==> config.mk <==
export PLATFORM = sky130hd
export DESIGN_NAME = axi4lite_reg_bank
export DESIGN_NICKNAME = d
export VERILOG_FILES = /design/src/rtl/axi4lite_reg_bank.sv
export SDC_FILE = /design/constraint.sdc
export NUM_CORES = 1
export LEC_CHECK = 0
export BUFFER_PORTS_ARGS = -buffer_cell sky130_fd_sc_hd__buf_2
export CAP_MARGIN = 20
export CORE_UTILIZATION = 30
export CTS_CLUSTER_DIAMETER = 80
export DETAILED_ROUTE_END_ITERATION = 7
export GPL_TIMING_DRIVEN = 0
export HOLD_SLACK_MARGIN = 0.06
export PLACE_DENSITY = 0.55
export SLEW_MARGIN = 20
export SYNTH_ARGS = -nofsm -noshare
export SYNTH_HDL_FRONTEND = slang
export SYNTH_SLANG_ARGS = --single-unit
==> constraint.sdc <==
create_clock -name aclk -period 2.38 [get_ports aclk]
set_input_delay 0.476 -clock aclk [delete_from_list [all_inputs] [get_ports aclk]]
set_output_delay 0.476 -clock aclk [all_outputs]
set_load 0.02 [all_outputs]
==> src/rtl/axi4lite_reg_bank.sv <==
// axi4lite_reg_bank: AXI4-Lite slave with NUM_REGS byte-strobed registers, SLVERR decode and optional pipe stages
module axi4lite_reg_bank #(
    parameter int NUM_REGS = 4,
    parameter int DATA_WIDTH = 32,
    parameter int ADDR_WIDTH = 8,
    parameter logic [NUM_REGS*DATA_WIDTH-1:0] RESET_VALUE = '0,
    parameter int PIPE_WR = 1,
    parameter int PIPE_RD = 1
) (
    input  logic                           aclk,
    input  logic                           areset,
    input  logic                           awvalid,
    output logic                           awready,
    input  logic [ADDR_WIDTH-1:0]          awaddr,
    input  logic [2:0]                     awprot,
    input  logic                           wvalid,
    output logic                           wready,
    input  logic [DATA_WIDTH-1:0]          wdata,
    input  logic [DATA_WIDTH/8-1:0]        wstrb,
    output logic                           bvalid,
    input  logic                           bready,
    output logic [1:0]                     bresp,
    input  logic                           arvalid,
    output logic                           arready,
    input  logic [ADDR_WIDTH-1:0]          araddr,
    input  logic [2:0]                     arprot,
    output logic                           rvalid,
    input  logic                           rready,
    output logic [DATA_WIDTH-1:0]          rdata,
    output logic [1:0]                     rresp,
    output logic [NUM_REGS*DATA_WIDTH-1:0] reg_o,
    output logic [NUM_REGS-1:0]            reg_wr_o
);
    localparam int NB = DATA_WIDTH / 8;
    localparam int SHIFT = $clog2(NB);
    localparam logic [31:0] NR = 32'(NUM_REGS);

    logic                           aw_have_q, aw_have_d, w_have_q, w_have_d;
    logic [ADDR_WIDTH-1:0]          awaddr_q, awaddr_d;
    logic [DATA_WIDTH-1:0]          wdata_q, wdata_d;
    logic [NB-1:0]                  wstrb_q, wstrb_d;
    logic                           wreq_q, wreq_d;
    logic                           wp_req_q, wp_req_d;
    logic [31:0]                    wp_idx_q, wp_idx_d;
    logic [DATA_WIDTH-1:0]          wp_data_q, wp_data_d;
    logic [NB-1:0]                  wp_strb_q, wp_strb_d;
    logic [NUM_REGS*DATA_WIDTH-1:0] reg_q, reg_d;
    logic [NUM_REGS-1:0]            reg_wr_q, reg_wr_d;
    logic                           bvalid_q, bvalid_d;
    logic [1:0]                     bresp_q, bresp_d;
    logic                           ar_busy_q, ar_busy_d;
    logic [ADDR_WIDTH-1:0]          araddr_q, araddr_d;
    logic                           rreq_q, rreq_d;
    logic                           rp_req_q, rp_req_d;
    logic [DATA_WIDTH-1:0]          rp_data_q, rp_data_d;
    logic                           rp_err_q, rp_err_d;
    logic                           rvalid_q, rvalid_d;
    logic [DATA_WIDTH-1:0]          rdata_q, rdata_d;
    logic [1:0]                     rresp_q, rresp_d;

    logic                  aw_hs, w_hs, b_hs, ar_hs, r_hs, wr_fire;
    logic [31:0]           w1_idx, u_idx, r1_idx;
    logic                  u_req, u_map, r1_err, rs_req, rs_err;
    logic [DATA_WIDTH-1:0] u_data, r1_val, rs_data;
    logic [NB-1:0]         u_strb;
    logic                  unused_prot;

    assign unused_prot = ^{awprot, arprot};

    assign awready = ~aw_have_q;
    assign wready  = ~w_have_q;
    assign arready = ~ar_busy_q;
    assign aw_hs   = awvalid & awready;
    assign w_hs    = wvalid & wready;
    assign b_hs    = bvalid_q & bready;
    assign ar_hs   = arvalid & arready;
    assign r_hs    = rvalid_q & rready;
    // the later of the AW/W handshakes completes the pair; one pulse per write
    assign wr_fire = (aw_hs | w_hs) & (aw_have_q | aw_hs) & (w_have_q | w_hs);

    assign w1_idx  = 32'(awaddr_q >> SHIFT);
    assign u_req   = (PIPE_WR != 0) ? wp_req_q  : wreq_q;
    assign u_idx   = (PIPE_WR != 0) ? wp_idx_q  : w1_idx;
    assign u_data  = (PIPE_WR != 0) ? wp_data_q : wdata_q;
    assign u_strb  = (PIPE_WR != 0) ? wp_strb_q : wstrb_q;
    assign u_map   = u_idx < NR;

    assign r1_idx  = 32'(araddr_q >> SHIFT);
    assign r1_err  = ~(r1_idx < NR);
    assign rs_req  = (PIPE_RD != 0) ? rp_req_q  : rreq_q;
    assign rs_data = (PIPE_RD != 0) ? rp_data_q : r1_val;
    assign rs_err  = (PIPE_RD != 0) ? rp_err_q  : r1_err;

    assign bvalid   = bvalid_q;
    assign bresp    = bresp_q;
    assign rvalid   = rvalid_q;
    assign rdata    = rdata_q;
    assign rresp    = rresp_q;
    assign reg_o    = reg_q;
    assign reg_wr_o = reg_wr_q;

    // read mux: unmapped indices fall through to zero
    always_comb begin
        r1_val = '0;
        for (int i = 0; i < NUM_REGS; i++)
            if (r1_idx == i) r1_val = reg_q[i*DATA_WIDTH +: DATA_WIDTH];
    end

    // next-state for both channels, pipe stages and the byte-merged register file
    always_comb begin
        aw_have_d = b_hs ? 1'b0 : (aw_have_q | aw_hs);
        w_have_d  = b_hs ? 1'b0 : (w_have_q | w_hs);
        awaddr_d  = aw_hs ? awaddr : awaddr_q;
        wdata_d   = w_hs ? wdata : wdata_q;
        wstrb_d   = w_hs ? wstrb : wstrb_q;
        wreq_d    = wr_fire;
        wp_req_d  = wreq_q;
        wp_idx_d  = w1_idx;
        wp_data_d = wdata_q;
        wp_strb_d = wstrb_q;
        reg_d     = reg_q;
        reg_wr_d  = '0;
        for (int i = 0; i < NUM_REGS; i++) begin
            if (u_req && u_idx == i) begin
                reg_wr_d[i] = 1'b1;
                for (int k = 0; k < NB; k++)
                    if (u_strb[k]) reg_d[i*DATA_WIDTH + k*8 +: 8] = u_data[k*8 +: 8];
            end
        end
        bvalid_d  = u_req ? 1'b1 : (b_hs ? 1'b0 : bvalid_q);
        bresp_d   = u_req ? (u_map ? 2'b00 : 2'b10) : bresp_q;
        ar_busy_d = r_hs ? 1'b0 : (ar_busy_q | ar_hs);
        araddr_d  = ar_hs ? araddr : araddr_q;
        rreq_d    = ar_hs;
        rp_req_d  = rreq_q;
        rp_data_d = r1_val;
        rp_err_d  = r1_err;
        rvalid_d  = rs_req ? 1'b1 : (r_hs ? 1'b0 : rvalid_q);
        rdata_d   = rs_req ? rs_data : rdata_q;
        rresp_d   = rs_req ? (rs_err ? 2'b10 : 2'b00) : rresp_q;
    end

    // state registers; reset drops any in-flight transaction
    always_ff @(posedge aclk) begin
        if (areset) begin
            aw_have_q <= 1'b0;
            w_have_q  <= 1'b0;
            awaddr_q  <= '0;
            wdata_q   <= '0;
            wstrb_q   <= '0;
            wreq_q    <= 1'b0;
            wp_req_q  <= 1'b0;
            wp_idx_q  <= '0;
            wp_data_q <= '0;
            wp_strb_q <= '0;
            reg_q     <= RESET_VALUE;
            reg_wr_q  <= '0;
            bvalid_q  <= 1'b0;
            bresp_q   <= 2'b00;
            ar_busy_q <= 1'b0;
            araddr_q  <= '0;
            rreq_q    <= 1'b0;
            rp_req_q  <= 1'b0;
            rp_data_q <= '0;
            rp_err_q  <= 1'b0;
            rvalid_q  <= 1'b0;
            rdata_q   <= '0;
            rresp_q   <= 2'b00;
        end else begin
            aw_have_q <= aw_have_d;
            w_have_q  <= w_have_d;
            awaddr_q  <= awaddr_d;
            wdata_q   <= wdata_d;
            wstrb_q   <= wstrb_d;
            wreq_q    <= wreq_d;
            wp_req_q  <= wp_req_d;
            wp_idx_q  <= wp_idx_d;
            wp_data_q <= wp_data_d;
            wp_strb_q <= wp_strb_d;
            reg_q     <= reg_d;
            reg_wr_q  <= reg_wr_d;
            bvalid_q  <= bvalid_d;
            bresp_q   <= bresp_d;
            ar_busy_q <= ar_busy_d;
            araddr_q  <= araddr_d;
            rreq_q    <= rreq_d;
            rp_req_q  <= rp_req_d;
            rp_data_q <= rp_data_d;
            rp_err_q  <= rp_err_d;
            rvalid_q  <= rvalid_d;
            rdata_q   <= rdata_d;
            rresp_q   <= rresp_d;
        end
    end
endmodule

## Word-level counts from Yosys, hierarchy flattened

Index checks and enable logic that the tools add are counted.

| storage, ports and cells | value |
|---|---|
| output and inout bits | 173 |
| word-level logic and storage cells | 102 |
| register bits | 330 |
| input port bits | 65 |

| operators by class | value |
|---|---|
| magnitude comparators | 2 |
| bitwise operators | 15 |
| muxes and demuxes | 14 |
| reductions and logical operators | 26 |
| equal/unequal tests | 6 |

Operators with widths:

| cell | count |
|---|---|
| 2-to-1 mux 32 bit | 4 |
| equality test 32 x 2 -> 1 bit (second input constant) | 2 |
| logical NOT 32 bit | 2 |
| equality test 32 x 1 -> 1 bit (second input constant) | 1 |
| < comparator 32 x 3 -> 1 bit (second input constant) | 1 |
| AND reduction 2 bit | 16 |
| equality test 6 x 2 -> 1 bit (second input constant) | 2 |
| 2-to-1 mux 1 bit | 8 |
| AND 1 bit | 7 |
| equality test 6 x 1 -> 1 bit (second input constant) | 1 |
| < comparator 6 x 3 -> 1 bit (second input constant) | 1 |
| logical AND 1 bit | 4 |
| 2-to-1 mux 2 bit | 2 |
| NOT 1 bit | 4 |
| bitwise OR 1 bit | 4 |
| nonzero test 2 bit | 2 |
| OR reduction 2 bit | 2 |

## Longest topological paths before layout

Gate-level depths: netlist of run 1.

| depth | value |
|---|---|
| word-level depth | 5 |
| gate-level depth with buffers | 6 |
| depth with buffers taken out | 3 |

## Least setup slack after synthesis of run 1

No wires, ideal clock.

| path | value |
|---|---|
| path type | reg2reg |
| from | reg wp_idx_q[3], in the netlist u_idx[3] |
| to | reg reg_q[39], in the netlist reg_o[39] |
| slack | 0.561 ns |
| arrival time | 1.698 ns |
| setup time | 0.121 ns |
| buffers on the path | 2 |
| stages on the path, launching flop included | 6 |
| cells stage by stage | dfxtp_1 or4_4 buf_6 or4_4 buf_6 mux2i_1 |

| between the ends | value |
|---|---|
| cells in the longest elaborated chain, start to end | 3 |

Ends and longest elaborated chain:

| what | RTL line | RTL |
|---|---|---|
| start, declared | 44 | `logic [31:0] wp_idx_q, wp_idx_d;` |
| start signal, assigned | 177 | `wp_idx_q <= wp_idx_d;` |
| equality test 32 x 1 -> 1 bit | 124 | `if (u_req && u_idx == i) begin` |
| logical AND 1 bit | 124 |  |
| AND reduction 2 bit (no line) | n/a |  |
| end signal, assigned | 180 | `reg_q <= reg_d;` |
| end, declared | 47 | `logic [NUM_REGS*DATA_WIDTH-1:0] reg_q, reg_d;` |

No other way between the ends.
A chain may end at the register's enable or synchronous reset.

## Worst setup path in the final report of run 1

| path | value |
|---|---|
| from | reg wp_req_q, in the netlist u_req |
| to | reg reg_q[64], in the netlist reg_o[64] |

| between the ends | value |
|---|---|
| cells in the longest elaborated chain, start to end | 2 |

Ends and longest elaborated chain:

| what | RTL line | RTL |
|---|---|---|
| start, declared | 43 | `logic wp_req_q, wp_req_d;` |
| start signal, assigned | 176 | `wp_req_q <= wp_req_d;` |
| logical AND 1 bit | 124 |  |
| AND reduction 2 bit (no line) | n/a |  |

No other way between the ends.

==> metrics.txt, run 1 <==
WL final=around 33 mm; TritonCTS Sinks=298; Synth Instances=1032; slowest stage cell, crit path=nand4_1; Final Hold Viols=0; CTS tree=done; period utilization=92.3%; I/O pin count=between 200 and 250; Clock Skews=slightly below 0.01 ns; largest net degree at the start of global routing=15; warnings from Yosys=0; WL/cell=18.6 um; IO buf count=between 200 and 250; worst path required time=2.84 ns; DRT Pass-1 Iters=5; diode count=0; Max Cap Viol=0; fin nets=1356; Clk pwr share=a little under half; worst slew pin tran=0.843 ns; Critical Path End Type=flip-flop; Post-CTS Hold Buffers=0; post-synthesis sequential area ratio=53.2%; P per Cell Area=746 nW/um^2; DRC Markers=0; Top cell by count, worst path=clkbuf_1; area grow syn2layout=24.1%; routability cong.=0.813; Die X=just under 200 um; Final Hold Slack=0.136 ns; fill count=approximately 3700; Clock Latency Late Sink=0.55 ns; Max IR drop VDD=0.352 mV; max incr delay on CP=0.68 ns; first-pass GRT wire length=~50 mm; Seq pwr share=a little under 50%; minimum clock period=between 2 and 2.5 ns; final antenna-violating net count=0; internal power=between 0.008 and 0.009 W; num rows=70; Gate power share=~5.2%; CP bufs+invs=2; CTS H-Tree Depth=1; Slew Limit Fails=0; Avg Cell Area, Syn=~11 sq um; Worst R2R Setup Slack=~0.18 ns; worst-path cell chain=clkbuf_1 -> nor2b_1 -> clkbuf_1 -> nand4_1 -> mux2i_1; DR vias=7910; fmax=455 MHz; die height=between 150 and 200 um; Final Power=~0.010 W; initial antenna violation count=0; Distinct cells, synth=30; Rel. slew slack=between 40% and 50%; Worst path top cell family by delay=simple AND/OR/NAND/NOR gates; synthesized cell area=approximately 11000 sq um; Net Switching=approximately 0.0023 W; Net Sw Frac=approximately 22%; CTS max path bufs=3; CTS Root Cell=clkbuf_16; total track usage=roughly 17%; Synth Register Bits=298; vias in the first global route=about 7900; cts bufs inserted=31; HPWL Detailed=about 25 mm; Critical Path Start Type=flip-flop; Critical Path AT=between 2 and 3 ns; core area=roughly 37000 sq um; share of cells above drive strength 1=24.6%; clock slew at reported path FFs=approximately 0.06 ns; WS Path Type=reg -> reg; Hold/Removal Path Class=in -> reg; Vias/cell=between 4 and 5; Starting Density=30.6%; Pleak=6.16 nW; initial DRC count=350; Critical Path Fanout Max=10; die area=~38000 sq um; status=finished, final reports clean; gr ovfl total=0; Setup Viol. Count Final=0
## layer usage
metal | up-vias | global-route usage (%) | share of wire (%)
li1 | 3967 | - | -
met1 | 3706 | 22.2 | 45
met2 | 189 | 28.5 | 47
met3 | 48 | 3.87 | 5.7
met4 | 0 | 4.58 | 2.2
met5 | - | 0 | 0
## synthesized netlist by cell type
| cell type | n | share of area [%] |
|---|---|---|
| nor4_1 | 2 | 0.11 |
| a21oi_1 | 39 | 1.7 |
| or4_4 | 3 | 0.30 |
| buf_2 | 3 | 0.13 |
| nor2_1 | 54 | 1.8 |
| dfxtp_1 | 298 | 53 |
| nor4b_1 | 1 | 0.078 |
| inv_1 | 7 | 0.23 |
| conb_1 | 1 | 0.033 |
| mux2_2 | 4 | 0.40 |
| mux2i_1 | 173 | 15 |
| o32ai_1 | 4 | 0.31 |
| nand2b_1 | 162 | 9.0 |
| mux4_2 | 28 | 5.6 |
| nor3_1 | 5 | 0.22 |
| nand2_1 | 79 | 2.6 |
| clkbuf_1 | 54 | 1.8 |
| nor3_4 | 4 | 0.58 |
| buf_4 | 2 | 0.13 |
| nand4b_1 | 2 | 0.16 |
| or4_1 | 1 | 0.067 |
| a211oi_1 | 4 | 0.27 |
| o21bai_1 | 1 | 0.067 |
| nand3_1 | 2 | 0.089 |
| nor2b_1 | 80 | 4.5 |
| nor3b_1 | 1 | 0.067 |
| buf_1 | 8 | 0.27 |
| nand4_1 | 6 | 0.33 |
| buf_6 | 3 | 0.30 |
| or2_2 | 1 | 0.056 |
## repair_timing
item                                    CTS  global route
pin swaps                                 0             2
resized for setup                         1             1
endpoints found under the setup margin   10            35
buffers inserted                          0             2
hold endpoints to repair                  0             0
## registers in the layout, indices dropped and copies added, names as in the netlist
name and flops:
reg_o 128, rdata 32, rp_data_q 32, u_data 32
wdata_q 32, araddr_q 6, awaddr_q 6, u_idx 6
reg_wr_o 4, u_strb 4, wp_strb_d 4, ar_busy_q 1
aw_have_q 1, bresp 1, bvalid 1, rp_err_q 1
rp_req_d 1, rp_req_q 1, rresp 1, rvalid 1
u_req 1, w_have_q 1, wp_req_d 1
## power groups by stage
stage	clock network, W	registers (W)	logic (W)
2_1_floorplan	0	0.00522	0.000357
3_3_place_gp	0	0.00522	0.000561
3_5_place_dp	0	0.00522	0.000565
4_1_cts	0.00484	0.00511	0.000566
5_1_grt	0.00505	0.00513	0.000603
6_report	0.00472	0.00512	0.000545
## metrics by stage
step                std cells  setup TNS [ns]  util, %  area (sq um)  setup slack (ns)
finish                   1779               0     37.9         13900             0.184
global route             1779         -0.0154     37.9         13900          -0.00924
CTS                      1778               0     37.9         13900            0.0191
detailed placement       1725          -36.64     35.2         12900            -0.646
global placement         1725          -31.37     35.2         12900            -0.605
floorplan                1033               0        -         11200             0.561
## worst paths after layout
check,depth (start not counted),start,endpoint
setup / recovery,5,u_req,reg_o[64]
hold / removal,2,rready,ar_busy_q
setup reg to reg,5,u_req,reg_o[64]
hold reg to reg,1,rp_req_d,rp_req_q
## kinds of logic (layout without fill, tap and decap cells)
| family | Yosys count | after routing | synth area share (%) |
|---|---|---|---|
| compound gates | 48 | 48 | 2.39 |
| buf+inv | 77 | 355 | 2.88 |
| flops | 298 | 298 | 53.2 |
| other cells | 1 | 2 | 0.0334 |
| mux | 205 | 205 | 21.5 |
| simple gates | 403 | 403 | 20.0 |
## cell type report
class | instances | area (sq um) | area share (%)
buffer | 69 | 295 | 2.12
clock buffer | 43 | 881 | 6.33
clock inverter | 10 | 103 | 0.737
inverter | 7 | 26.3 | 0.189
multi-input combinational | 658 | 4930 | 35.4
sequential | 298 | 5970 | 42.9
tap | 468 | 586 | 4.21
timing repair buffer | 226 | 1140 | 8.16
## layout by cell type, fill, tap and decap left out
cell type | synthesis | layout
dfxtp_1 | 298 | 298
buf_2 | 3 | 227
mux2i_1 | 173 | 173
nand2b_1 | 162 | 162
nor2b_1 | 80 | 80
nand2_1 | 79 | 79
clkbuf_1 | 54 | 58
nor2_1 | 54 | 54
a21oi_1 | 39 | 39
clkbuf_16 | 0 | 31
mux4_2 | 28 | 28
inv_1 | 7 | 7
buf_1 | 8 | 7
clkinv_2 | 0 | 7
nand4_1 | 6 | 6
clkbuf_8 | 0 | 6
nor3_1 | 5 | 5
nor3_4 | 4 | 4
mux2_2 | 4 | 4
o32ai_1 | 4 | 4
a211oi_1 | 4 | 4
buf_4 | 2 | 4
or4_4 | 3 | 3
buf_6 | 3 | 3
nor4_1 | 2 | 2
nand4b_1 | 2 | 2
nand3_1 | 2 | 2
clkbuf_2 | 0 | 2
conb_1 | 1 | 2
bufinv_16 | 0 | 2
nor3b_1 | 1 | 1
nor4b_1 | 1 | 1
or4_1 | 1 | 1
or2_2 | 1 | 1
o21bai_1 | 1 | 1
clkinvlp_4 | 0 | 1
Power figures use the tool's default switching activity.
==> run 2: changes to the inputs <==
==> constraint.sdc (replaced) <==
create_clock -name aclk -period 2.38 [get_ports aclk]
set_input_delay 0 -clock aclk [delete_from_list [all_inputs] [get_ports aclk]]
set_output_delay 0 -clock aclk [all_outputs]
set_load 0.02 [all_outputs]
==> metrics.txt, run 2 (same netlist as run 1, synthesis figures left out) <==
Starting Density=30.6% (unchanged); Post-Layout Inst Area=14500 sq um (was 13900 sq um); initial DRC count=386 (was 350); routability cong.=0.813 (unchanged); CTS Root Cell=clkbuf_16 (unchanged); Critical Path Fanout Max=10 (unchanged); Slew Limit Fails=0 (unchanged); Final Hold Viols=0 (unchanged); Clock Skews=0.0117 ns (was 0.00967 ns); area grow syn2layout=29.5% (was 24.1%); IO buf count=224 (unchanged); Clock Latency Late Sink=0.55 ns (about the same); largest net degree at the start of global routing=15 (unchanged); fin nets=1416 (was 1356); Max IR drop VDD=0.351 mV (was 0.352 mV); most frequent cells in the layout=298 x dfxtp_1, 227 x buf_2, 173 x mux2i_1 (unchanged); PostCTS Resize Cnt=0 (was 1); worst slew pin tran=0.845 ns (was 0.843 ns); DRC Markers=0 (unchanged); core area=36700 sq um (unchanged); cts bufs inserted=31 (unchanged); Setup TNS=0 ns (unchanged); total track usage=17.3% (was 17.1%); commonest non-fill, non-tap cell in the layout=dfxtp_1 (unchanged); max reg flops=128 (unchanged); I/O pin count=238 (unchanged); clock slew at reported path FFs=0.06 ns (about the same); vias in the first global route=8156 (was 7884); share of cells above drive strength 1=23.4% (was 24.6%); Max Cap Viol=0 (unchanged); Rel. slew slack=43.7% (was 43.8%); die area=38100 sq um (unchanged); DR vias=8119 (was 7910); fmax=452 MHz (was 455 MHz); WL final=33.5 mm (was 33.1 mm); minimum clock period=2.21 ns (was 2.20 ns); CTS tree=done (unchanged); worst path required time=2.84 ns (about the same); DRT Pass-1 Iters=4 (was 5); HPWL Detailed=25.5 mm (unchanged); initial antenna violation count=0 (unchanged); num rows=70 (unchanged); Setup Viol. Count Final=0 (unchanged); final antenna-violating net count=0 (unchanged); Critical Path End Type=flip-flop (unchanged); Placed Area=12900 sq um (unchanged); die height=195 um (unchanged); status=finished, final reports clean (unchanged); RSZ-0062 raised after global routing=no; TritonCTS Sinks=298 (unchanged); first-pass GRT wire length=50.0 mm (was 49.3 mm); Vias/cell=4.41 (was 4.45); P per Cell Area=721 nW/um^2 (was 746 nW/um^2); Critical Path Start Type=flip-flop (unchanged); WS Path Type=reg -> reg (unchanged); WL/cell=18.2 um (was 18.6 um); Critical Path AT=2.68 ns (was 2.66 ns); CTS max path bufs=3 (unchanged); gr ovfl total=0 (unchanged); Pleak=6.42 nW (was 6.16 nW); period utilization=93.0% (was 92.3%); Hold/Removal Path Class=in -> reg (unchanged); Die X=195 um (unchanged); diode count=0 (unchanged); CTS H-Tree Depth=1 (unchanged)
==> run 2: worst paths after layout <==
kind             from  cells after the start         to  slack, ns
max reg2reg     u_req                      5  reg_o[64]       0.17
min           arvalid                      4   rp_req_d       0.19
max             u_req                      5  reg_o[64]       0.17
min reg2reg  wp_req_d                      1      u_req       0.44
==> run 2: area by class of cell <==
type | count | area [sq um]
fillers | 3665 | 22200
flip-flops and latches | 298 | 5970
multi-input cells | 658 | 4930
repair buffers | 286 | 1740
clock buffers | 43 | 881
well taps | 468 | 586
plain buffers | 69 | 293
clock inverters | 10 | 103
inverters | 7 | 26.3
==> run 2: metal layers <==
metal	vias to the layer above	share of wire, %	global-route usage [%]
met5	-	0	0
met4	0	2.2	4.58
met3	47	5.2	3.45
met2	188	48	29.2
met1	3799	45	22.4
li1	4085	-	-
==> run 2: stage by stage <==
stage / total power, W / utilization, % / worst slack [ns] / instances / hold WS, ns
after floorplan: 0.00557 / - / 0.561 / 1033 / 0.0953
after global placement: 0.00578 / 35.2 / -0.129 / 1725 / 0.213
after detailed placement: 0.00579 / 35.2 / -0.170 / 1725 / 0.219
after CTS: 0.0106 / 39.5 / 0.0191 / 1838 / 0.186
after global routing: 0.0109 / 39.6 / 0.0163 / 1839 / 0.219
final: 0.0105 / 39.6 / 0.167 / 1839 / 0.190
==> run 2: critical path, cell delays in order, from the launching register on <==
cell and delay (ns):
dfxtp_1 0.30, clkbuf_1 0.27, nor2b_1 0.17, clkbuf_1 0.34, nand4_1 0.69, mux2i_1 0.35
==> run 2: repair_timing <==
action | in CTS | in global routing
hold buffers | 60 | 0
buffers inserted | 0 | 2
hold endpoints to repair | 54 | 0
setup endpoints to repair | 0 | 34
==> run 2: power breakdown <==
part | switching (W) | internal [W] | total [W]
Sequential | 0.0000436 | 0.00508 | 0.00512
Combinational | 0.000345 | 0.000278 | 0.000623
Clock | 0.00196 | 0.00277 | 0.00473
Total | 0.00235 | 0.00812 | 0.0105
